`config.mk`:
```
export PLATFORM = sky130hd
export DESIGN_NAME = nn_layer_engine
export DESIGN_NICKNAME = d
export VERILOG_FILES = /design/src/rtl/nn_pkg.sv /design/src/rtl/nn_sat_act.sv /design/src/rtl/nn_layer_engine.sv
export SDC_FILE = /design/constraint.sdc
export NUM_CORES = 1
export LEC_CHECK = 0
export BUFFER_PORTS_ARGS = -buffer_cell sky130_fd_sc_hd__buf_4
export CAP_MARGIN = 20
export CORE_ASPECT_RATIO = 0.7
export CORE_UTILIZATION = 50
export DETAILED_ROUTE_END_ITERATION = 8
export GPL_TIMING_DRIVEN = 0
export PLACE_DENSITY = 0.71
export SYNTH_ARGS = -nofsm -noshare
export SYNTH_HDL_FRONTEND = slang
export SYNTH_HIERARCHICAL = 1
export SYNTH_SLANG_ARGS = --single-unit
export TNS_END_PERCENT = 50
```
`constraint.sdc`:
```
create_clock -name clk -period 5.1 [get_ports clk]
set_input_delay 0.255 -clock clk [delete_from_list [all_inputs] [get_ports clk]]
set_output_delay 0.255 -clock clk [all_outputs]
set_load 0.02 [all_outputs]
```
`src/rtl/nn_pkg.sv`:
```
// Shared types and constants for the fully-connected layer engines.
// Build option: define NN_LAYER_RELU_EN to enable ReLU in nn_sat_act.
package nn_pkg;

    localparam int DEF_DW        = 8;
    localparam int DEF_FRAC_BITS = 4;

    // Output range for the default data width.
    localparam int SAT_MAX = (1 << (DEF_DW - 1)) - 1;
    localparam int SAT_MIN = -(1 << (DEF_DW - 1));

    typedef enum logic [2:0] {
        ST_IDLE  = 3'd0,
        ST_MAC   = 3'd1,
        ST_DRAIN = 3'd2,
        ST_WRITE = 3'd3,
        ST_DONE  = 3'd4
    } state_t;

endpackage

```
`src/rtl/nn_sat_act.sv`:
```
// Fixed-point rescale (arithmetic shift), saturation to the DW-bit signed
// range, and optional ReLU. Purely combinational; shared by all layers.
// Build option: NN_LAYER_RELU_EN clamps negative results to zero.
module nn_sat_act #(
    parameter int ACC_W     = 19,
    parameter int DW        = nn_pkg::DEF_DW,
    parameter int FRAC_BITS = nn_pkg::DEF_FRAC_BITS
) (
    input  logic signed [ACC_W-1:0] acc,
    output logic signed [DW-1:0]    res
);

    // Limits are derived from DW here so a non-default width still works.
    localparam logic signed [ACC_W-1:0] HI = ACC_W'((64'sd1 <<< (DW - 1)) - 64'sd1);
    localparam logic signed [ACC_W-1:0] LO = -HI - ACC_W'(1);

    logic signed [ACC_W-1:0] shifted;

    // Shift toward -inf, clamp to the output range, then apply activation.
    always_comb begin
        shifted = acc >>> FRAC_BITS;
        if (shifted > HI) begin
            res = HI[DW-1:0];
        end else if (shifted < LO) begin
            res = LO[DW-1:0];
        end else begin
            res = shifted[DW-1:0];
        end
`ifdef NN_LAYER_RELU_EN
        if (res[DW-1]) begin
            res = '0;
        end
`endif
    end

endmodule

```
`src/rtl/nn_layer_engine.sv`:
```
// One fully-connected layer: out[o] = act((sum_i in[i]*W[o][i]) >>> FRAC_BITS).
// Streams reads from synchronous activation/weight buffers (1-cycle latency),
// emits one result per neuron, then pulses done.
// Build option: NN_LAYER_RELU_EN selects ReLU activation in nn_sat_act.
module nn_layer_engine
    import nn_pkg::*;
#(
    parameter int N_IN      = 8,
    parameter int N_OUT     = 4,
    parameter int DW        = DEF_DW,
    parameter int FRAC_BITS = DEF_FRAC_BITS,
    parameter int ACC_W     = 2 * DW + $clog2(N_IN)
) (
    input  logic                            clk,
    input  logic                            reset,
    input  logic                            enable,
    output logic                            busy,
    output logic                            rd_en,
    output logic [$clog2(N_IN)-1:0]         in_addr,
    output logic [$clog2(N_IN*N_OUT)-1:0]   w_addr,
    input  logic signed [DW-1:0]            in_data,
    input  logic signed [DW-1:0]            w_data,
    output logic                            out_valid,
    output logic [$clog2(N_OUT)-1:0]        out_idx,
    output logic signed [DW-1:0]            out_data,
    output logic                            done
);

    localparam int IW  = $clog2(N_IN);
    localparam int OW  = $clog2(N_OUT);
    localparam int WAW = $clog2(N_IN * N_OUT);
    localparam logic [IW-1:0] I_LAST = IW'(N_IN - 1);
    localparam logic [OW-1:0] O_LAST = OW'(N_OUT - 1);

    state_t                  state, state_nxt;
    logic [IW-1:0]           i_cnt;
    logic [OW-1:0]           o_cnt;
    logic signed [ACC_W-1:0] acc;
    logic                    rv;
    logic signed [2*DW-1:0]  prod;
    logic signed [DW-1:0]    act_res;

    assign prod = in_data * w_data;

    nn_sat_act #(
        .ACC_W     (ACC_W),
        .DW        (DW),
        .FRAC_BITS (FRAC_BITS)
    ) u_sat_act (
        .acc (acc),
        .res (act_res)
    );

    // State register.
    always_ff @(posedge clk or posedge reset) begin
        if (reset) begin
            state <= ST_IDLE;
        end else begin
            state <= state_nxt;
        end
    end

    // Counters, read-valid pipe and accumulator; per-neuron clears override accumulation.
    always_ff @(posedge clk or posedge reset) begin
        if (reset) begin
            i_cnt <= '0;
            o_cnt <= '0;
            acc   <= '0;
            rv    <= 1'b0;
        end else begin
            rv <= rd_en;
            if (rv) begin
                acc <= acc + $signed({{(ACC_W-2*DW){prod[2*DW-1]}}, prod});
            end
            case (state)
                ST_IDLE: begin
                    if (enable) begin
                        i_cnt <= '0;
                        o_cnt <= '0;
                        acc   <= '0;
                    end
                end
                ST_MAC: begin
                    i_cnt <= (i_cnt == I_LAST) ? '0 : i_cnt + IW'(1);
                end
                ST_WRITE: begin
                    if (o_cnt != O_LAST) begin
                        o_cnt <= o_cnt + OW'(1);
                        i_cnt <= '0;
                        acc   <= '0;
                    end
                end
                default: ;
            endcase
        end
    end

    // Next state and state-decoded outputs.
    always_comb begin
        state_nxt = state;
        busy      = (state != ST_IDLE);
        rd_en     = 1'b0;
        in_addr   = '0;
        w_addr    = '0;
        out_valid = 1'b0;
        out_idx   = '0;
        out_data  = '0;
        done      = 1'b0;
        case (state)
            ST_IDLE: begin
                if (enable) state_nxt = ST_MAC;
            end
            ST_MAC: begin
                rd_en   = 1'b1;
                in_addr = i_cnt;
                w_addr  = WAW'(o_cnt) * WAW'(N_IN) + WAW'(i_cnt);
                if (i_cnt == I_LAST) state_nxt = ST_DRAIN;
            end
            ST_DRAIN: begin
                state_nxt = ST_WRITE;
            end
            ST_WRITE: begin
                out_valid = 1'b1;
                out_idx   = o_cnt;
                out_data  = act_res;
                state_nxt = (o_cnt == O_LAST) ? ST_DONE : ST_MAC;
            end
            ST_DONE: begin
                done      = 1'b1;
                state_nxt = ST_IDLE;
            end
            default: state_nxt = ST_IDLE;
        endcase
    end

endmodule

```
==> results of run 1 <==
==> stage by stage <==
step           util (%)  hold WS, ns  setup slack (ns)  cell area (µm²)  std cells
2_1_floorplan         -        0.320             0.277             4920        514
3_3_place_gp       57.6        0.500            -0.308             5370        677
3_5_place_dp       57.6        0.502            -0.488             5370        677
4_1_cts            58.4        0.310            0.0113             5450        680
5_1_grt            59.4        0.403            0.0127             5540        687
6_report           59.4        0.376             0.211             5540        687
==> final cells by class <==
cell class	count	area, µm²
buffer	19	92.6
fill	805	3790
inverter	92	345
multi-input combinational	375	3800
timing repair buffer	46	368
tap	124	155
clock buffer	3	75.1
sequential	28	701
==> worst reg2reg max path, cell delays in order (launching register included) <==
cell	delay, ns
dfrtp_1	0.40
inv_1	0.08
fa_1	0.54
inv_1	0.05
fa_1	0.46
ha_1	0.29
inv_1	0.05
fa_1	0.54
inv_1	0.05
ha_1	0.29
ha_2	0.22
fa_2	0.36
a211o_1	0.33
a21o_1	0.22
o41ai_4	0.29
buf_4	0.20
a41oi_2	0.16
xnor2_1	0.17
a21oi_1	0.16
==> metal layers <==
layer / vias to the layer above / part of all wire (%) / GRT usage [%]
met5: - / 0 / 0
met4: 0 / 0.57 / 2.24
met3: 6 / 2.8 / 1.75
met2: 75 / 47 / 36.2
met1: 1822 / 50 / 32.3
li1: 1741 / - / -
==> cell families after synthesis <==
| family | after synthesis |
|---|---|
| AND/OR/NAND/NOR | 149 |
| adder cells (fa/ha/maj) | 131 |
| buffers and inverters | 111 |
| AO/OA/AOI/OAI | 69 |
| flip-flops | 28 |
| XOR/XNOR | 15 |
| multiplexers | 11 |
==> repair_timing <==
item | in CTS | in global routing
pin swaps | 0 | 3
endpoints found under the hold margin | 0 | 5
setup buffers | 0 | 5
gates resized for setup | 2 | 6
gates cloned | 0 | 0
hold buffers | 0 | 1
endpoints found under the setup margin | 4 | 5
==> layout by cell type (no fill, tap or decap), types with 7 or more instances in the layout <==
master | synthesis | layout
and2_1 | 49 | 47
nand2_1 | 39 | 39
clkbuf_1 | 10 | 9
xnor2_1 | 12 | 12
nor2_1 | 26 | 26
mux2i_1 | 11 | 11
buf_4 | 3 | 47
fa_1 | 84 | 83
ha_1 | 47 | 46
dfrtp_1 | 28 | 28
a21oi_1 | 19 | 19
o21ai_0 | 9 | 9
o2bb2ai_1 | 7 | 7
nor4_1 | 7 | 7
inv_1 | 91 | 91
==> state kept, by name (all words and copies together) (netlist names) <==
register and cells:
i_cnt 3, rv 1, o_cnt 2, state 3, acc 19
==> final timing paths <==
path / to / slack [ns] / start / depth (start not counted)
max reg2reg: acc[18] / 0.21 / acc[4] / 18
min: state[0] / 0.38 / enable / 3
min in group asynchronous: acc[2] / 0.50 / reset / 3
max: acc[18] / 0.21 / acc[4] / 18
min reg2reg: o_cnt[1] / 0.51 / o_cnt[1] / 2
max in group asynchronous: state[0] / 4.19 / reset / 4
==> run metrics, run 1 <==
clk_skew 0.00644 ns; hpwl dp 8600 µm; register bit total from synthesis 28; Iteration-0 DRC Markers 197; Slew Viols, Final 0; Setup crit start kind flop; Crit-path slowest cell fa_1; worst-skew pair later-pin latency 0.26 ns; Synth warnings 6; xor/xnor share of the synthesized area 2.67%; Crit Path Class reg2reg; top post-synthesis cells by count 91 x inv_1, 84 x fa_1, 49 x and2_1; Top delay family on crit path adder cells; complex-gate fraction of the synthesized area 9.86%; die area 10300 µm²; total CTS buffers 3; worst path cell trace inv_1 -> fa_1 -> inv_1 -> fa_1 -> ha_1 -> inv_1 -> fa_1 -> inv_1 -> ha_1 -> ha_2 -> fa_2 -> a211o_1 -> a21o_1 -> o41ai_4 -> buf_4 -> a41oi_2 -> xnor2_1 -> a21oi_1; first-pass GRT wire length 17900 µm; number of global-route vias before repair 3719; top post-synthesis cells by area fa_1 34%, dfrtp_1 14%, ha_1 12%; Port-buffer cells 39; Synth top area share 34.2%; clock buffer depth 2; Post-Syn Area 4920 µm²; Final Hold Fails 0; Min-Delay Path Class in2reg; status finished, final reports clean; RSZ-0062 raised after global routing false; setup tns final 0 ns; routed length per instance 14.6 µm; WP data required 5.29 ns; most frequent cell after synthesis inv_1; min Tclk post-route 4.89 ns; largest family of logic cells by synthesized area adder cells; Die Y-Extent 85.0 µm; syn_area_per_cell 9.58 µm²; Slew headroom 53.1%; Async S/R FF share, synth 100%; Clock transition at path regs 0.07 ns; via count 3644; TritonRoute pass-1 iters 4; total global routing overflow 0; crit path max fanout 4; final wirelength 10000 µm; initial antenna violation count 0; post-synthesis mux area share 2.24%; cell mode on critical path inv_1; Synth Area in Simple Gates 16.0%; Area Overhead vs Synth 12.5%; clock tree from TritonCTS yes; Max Clk Rate 0.205 GHz; Total Routing Usage GR 21.7%; die width 121 µm; endpoints failing setup 0; Post-synth EDFFs 0; Initial Util 52.8%; Post-synth top flop dfrtp_1; Std-Cell Rows 29; Worst setup EP type flop; Final nets 715; sequential-to-total area share from yosys stat 14.2%; Post-Syn Instances 514; Ports 41; Synth area leader fa_1; diodes inserted 0; detail-routed via count per cell 5.30; antenna viol nets, final 0; fin crit share 95.9%; Core Region 9330 µm²; H-Tree Depth 1; Synth Area in Adders 46.1%; Largest stage delay, worst path 0.54 ns; maxcap violations 0; CP arrival 5.08 ns; synthesized netlist net count 664; Cell variety after synth 53; Buffers & Inverters on Critical Path 5; CTS root buffer clkbuf_16; Worst Tran Pin Value 0.703 ns; layout cell share with drive strength beyond 1 12.4%; GPL Wtd Cong 0.796; largest net degree at the start of global routing 29; CTS sink count 28; Post-route DRC 0
Power of run 1 is left out: the tool's default activity adds up to more than one toggle a clock period on the data nets, which glitch-free logic cannot reach.
==> run 2: changes to the inputs <==
REMOVE_ABC_BUFFERS = 1   (was not set)
==> run 2 against run 1 <==
Compared with the run above:
- sequential share of layout area is 0.13 points higher
- cell area down 0.63%
- final cell count decreased by 2.5%
- critical path depth decreased by 2
- global-route usage decreased by 0.95 points
- via count shrank 3.7%
- highest routed layer unchanged
- register-to-register slack hardly changed
- clock skew is 0.0024 ns lower
- utilization down 0.38 points
- flip-flop and latch count unchanged
- wire length decreased by 4.6%
- hold slack worse by 0.024 ns
==> run metrics, run 2 (synthesis results as in run 1) <==
status finished, final reports clean (unchanged); Buffers & Inverters on Critical Path 4 (was 5); CTS sink count 28 (unchanged); largest net degree at the start of global routing 34 (was 29); Top delay family on crit path adder cells (unchanged); worst path cell trace inv_1 -> fa_1 -> inv_1 -> fa_1 -> inv_1 -> fa_1 -> inv_1 -> fa_1 -> fa_1 -> ha_1 -> o21a_1 -> a21o_1 -> o41ai_4 -> a41oi_2 -> xnor2_1 -> a21oi_1 (was inv_1 -> fa_1 -> inv_1 -> fa_1 -> ha_1 -> inv_1 -> fa_1 -> inv_1 -> ha_1 -> ha_2 -> fa_2 -> a211o_1 -> a21o_1 -> o41ai_4 -> buf_4 -> a41oi_2 -> xnor2_1 -> a21oi_1); Post-route DRC 0 (unchanged); Largest regs acc: 19 flops, i_cnt: 3 flops, state: 3 flops (unchanged); Clock transition at path regs 0.07 ns (about the same); Setup crit start kind flop (unchanged); Core Region 9330 µm² (unchanged); largest reg by FF count acc (unchanged); Std-Cell Rows 29 (unchanged); pre-CTS WS -0.414 ns (was -0.488 ns); post-route insts no fill 670 (was 687); Area Overhead vs Synth 11.8% (was 12.5%); CTS root buffer clkbuf_16 (unchanged); total global routing overflow 0 (unchanged); final wirelength 9550 µm (was 10000 µm); routed length per instance 14.3 µm (was 14.6 µm); detail-routed via count per cell 5.24 (was 5.30); Worst Tran Pin Value 0.567 ns (was 0.703 ns); crit path max fanout 4 (unchanged); hpwl dp 8210 µm (was 8600 µm); Total Routing Usage GR 20.8% (was 21.7%); Iteration-0 DRC Markers 141 (was 197); Largest stage delay, worst path 0.53 ns (was 0.54 ns); number of global-route vias before repair 3607 (was 3719); layer with the highest usage met2 (unchanged); cell mode on critical path fa_1 (was inv_1); Min-Delay Path Class in2reg (unchanged); Final Hold Fails 0 (unchanged); antenna viol nets, final 0 (unchanged); Reg2Reg Setup Slack 0.20 ns (was 0.21 ns); diodes inserted 0 (unchanged); met3 Use GR 2.96% (was 1.75%); die width 121 µm (unchanged); layout cell share with drive strength beyond 1 11.7% (was 12.4%); clock tree from TritonCTS yes (unchanged); via count 3510 (was 3644); Max Clk Rate 0.204 GHz (was 0.205 GHz); Crit Path Class reg2reg (unchanged); initial antenna violation count 0 (unchanged); WP data required 5.22 ns (was 5.29 ns); TritonRoute pass-1 iters 6 (was 4); maxcap violations 0 (unchanged); Worst setup EP type flop (unchanged); min Tclk post-route 4.90 ns (was 4.89 ns); H-Tree Depth 1 (unchanged); CP arrival 5.02 ns (was 5.08 ns); most common cell after layout, fill and taps aside inv_1 (unchanged); Final nets 697 (was 715); fin crit share 96.1% (was 95.9%); GPL Wtd Cong 0.823 (was 0.796); Slew Viols, Final 0 (unchanged); total CTS buffers 3 (unchanged); die area 10300 µm² (unchanged); Initial Util 52.8% (unchanged); Die Y-Extent 85.0 µm (unchanged); Slew headroom 62.2% (was 53.1%); Port-buffer cells 40 (was 39); clock buffer depth 2 (unchanged); clk_skew 0.00406 ns (was 0.00644 ns); Final WS setup 0.200 ns (was 0.211 ns); endpoints failing setup 0 (unchanged); GRT met2 Usage 32.7% (was 36.2%); DP Cell Count 660 (was 677); Crit-path slowest cell fa_1 (unchanged); first-pass GRT wire length 17200 µm (was 17900 µm); worst-skew pair later-pin latency 0.26 ns (about the same); met1 usage 31.9% (was 32.3%); Ports 41 (unchanged); max FFs per register 19 (unchanged); most frequent cells in the layout 91 x inv_1, 83 x fa_1, 47 x and2_1, 47 x ha_1, 44 x buf_4 (was 91 x inv_1, 83 x fa_1, 47 x and2_1, 47 x buf_4, 46 x ha_1)
run 2: cell count changes in the layout (fill, tap and decap cells not counted), sizes merged:
cell    before  now
buf         53   46
bufinv       0    1
clkbuf      14    3
run 2: per-stage QoR:
| step | cell area, µm² | util (%) | hold WS, ns | setup TNS, ns |
|---|---|---|---|---|
| 5_1_grt | 5500 | 59.0 | 0.419 | -0.00311 |
| 2_1_floorplan | 4830 | - | 0.320 | 0 |
| 3_3_place_gp | 5290 | 56.7 | 0.496 | -1.43 |
| 3_5_place_dp | 5300 | 56.8 | 0.517 | -1.59 |
| 6_report | 5500 | 59.0 | 0.352 | 0 |
| 4_1_cts | 5400 | 57.9 | 0.287 | 0 |
run 2: worst min-delay path, cell delays in order:
cell and delay [ns]:
buf_4 0.12, nor3_1 0.13, a211oi_1 0.07
run 2: per-layer routing:
metal / routed length [µm] / part of all wire (%) / vias to the layer above
li1: - / - / 1703
met1: 4660 / 49 / 1738
met2: 4490 / 47 / 63
met3: 356 / 3.7 / 6
met4: 40 / 0.42 / 0
met5: 0 / 0 / -
run 2: final timing paths:
| check | endpoint | startpoint | cells past startpoint |
|---|---|---|---|
| worst min-delay path | state[0] | enable | 3 |
| min in group asynchronous | acc[0] | reset | 3 |
| max in group asynchronous | i_cnt[0] | reset | 4 |
| worst max register to register | acc[18] | acc[6] | 16 |
| worst max-delay path | acc[18] | acc[6] | 16 |
| worst min register to register | o_cnt[1] | o_cnt[1] | 2 |
run 2: cell type report:
type	count	area (µm²)
inverter	92	345
clock inverter	1	30.0
tap	124	155
clock buffer	3	75.1
timing repair buffer	47	395
fill	815	3820
sequential	28	703
multi-input combinational	375	3800
run 2: repair_timing:
item / 4_1_cts / 5_1_grt
hold buffers: 0 / 1
pin swaps: 0 / 4
gates resized for setup: 1 / 6
setup buffers: 0 / 3
setup endpoints to repair: 3 / 3
hold endpoints to repair: 0 / 6
Power of run 2 is left out for the same reason.
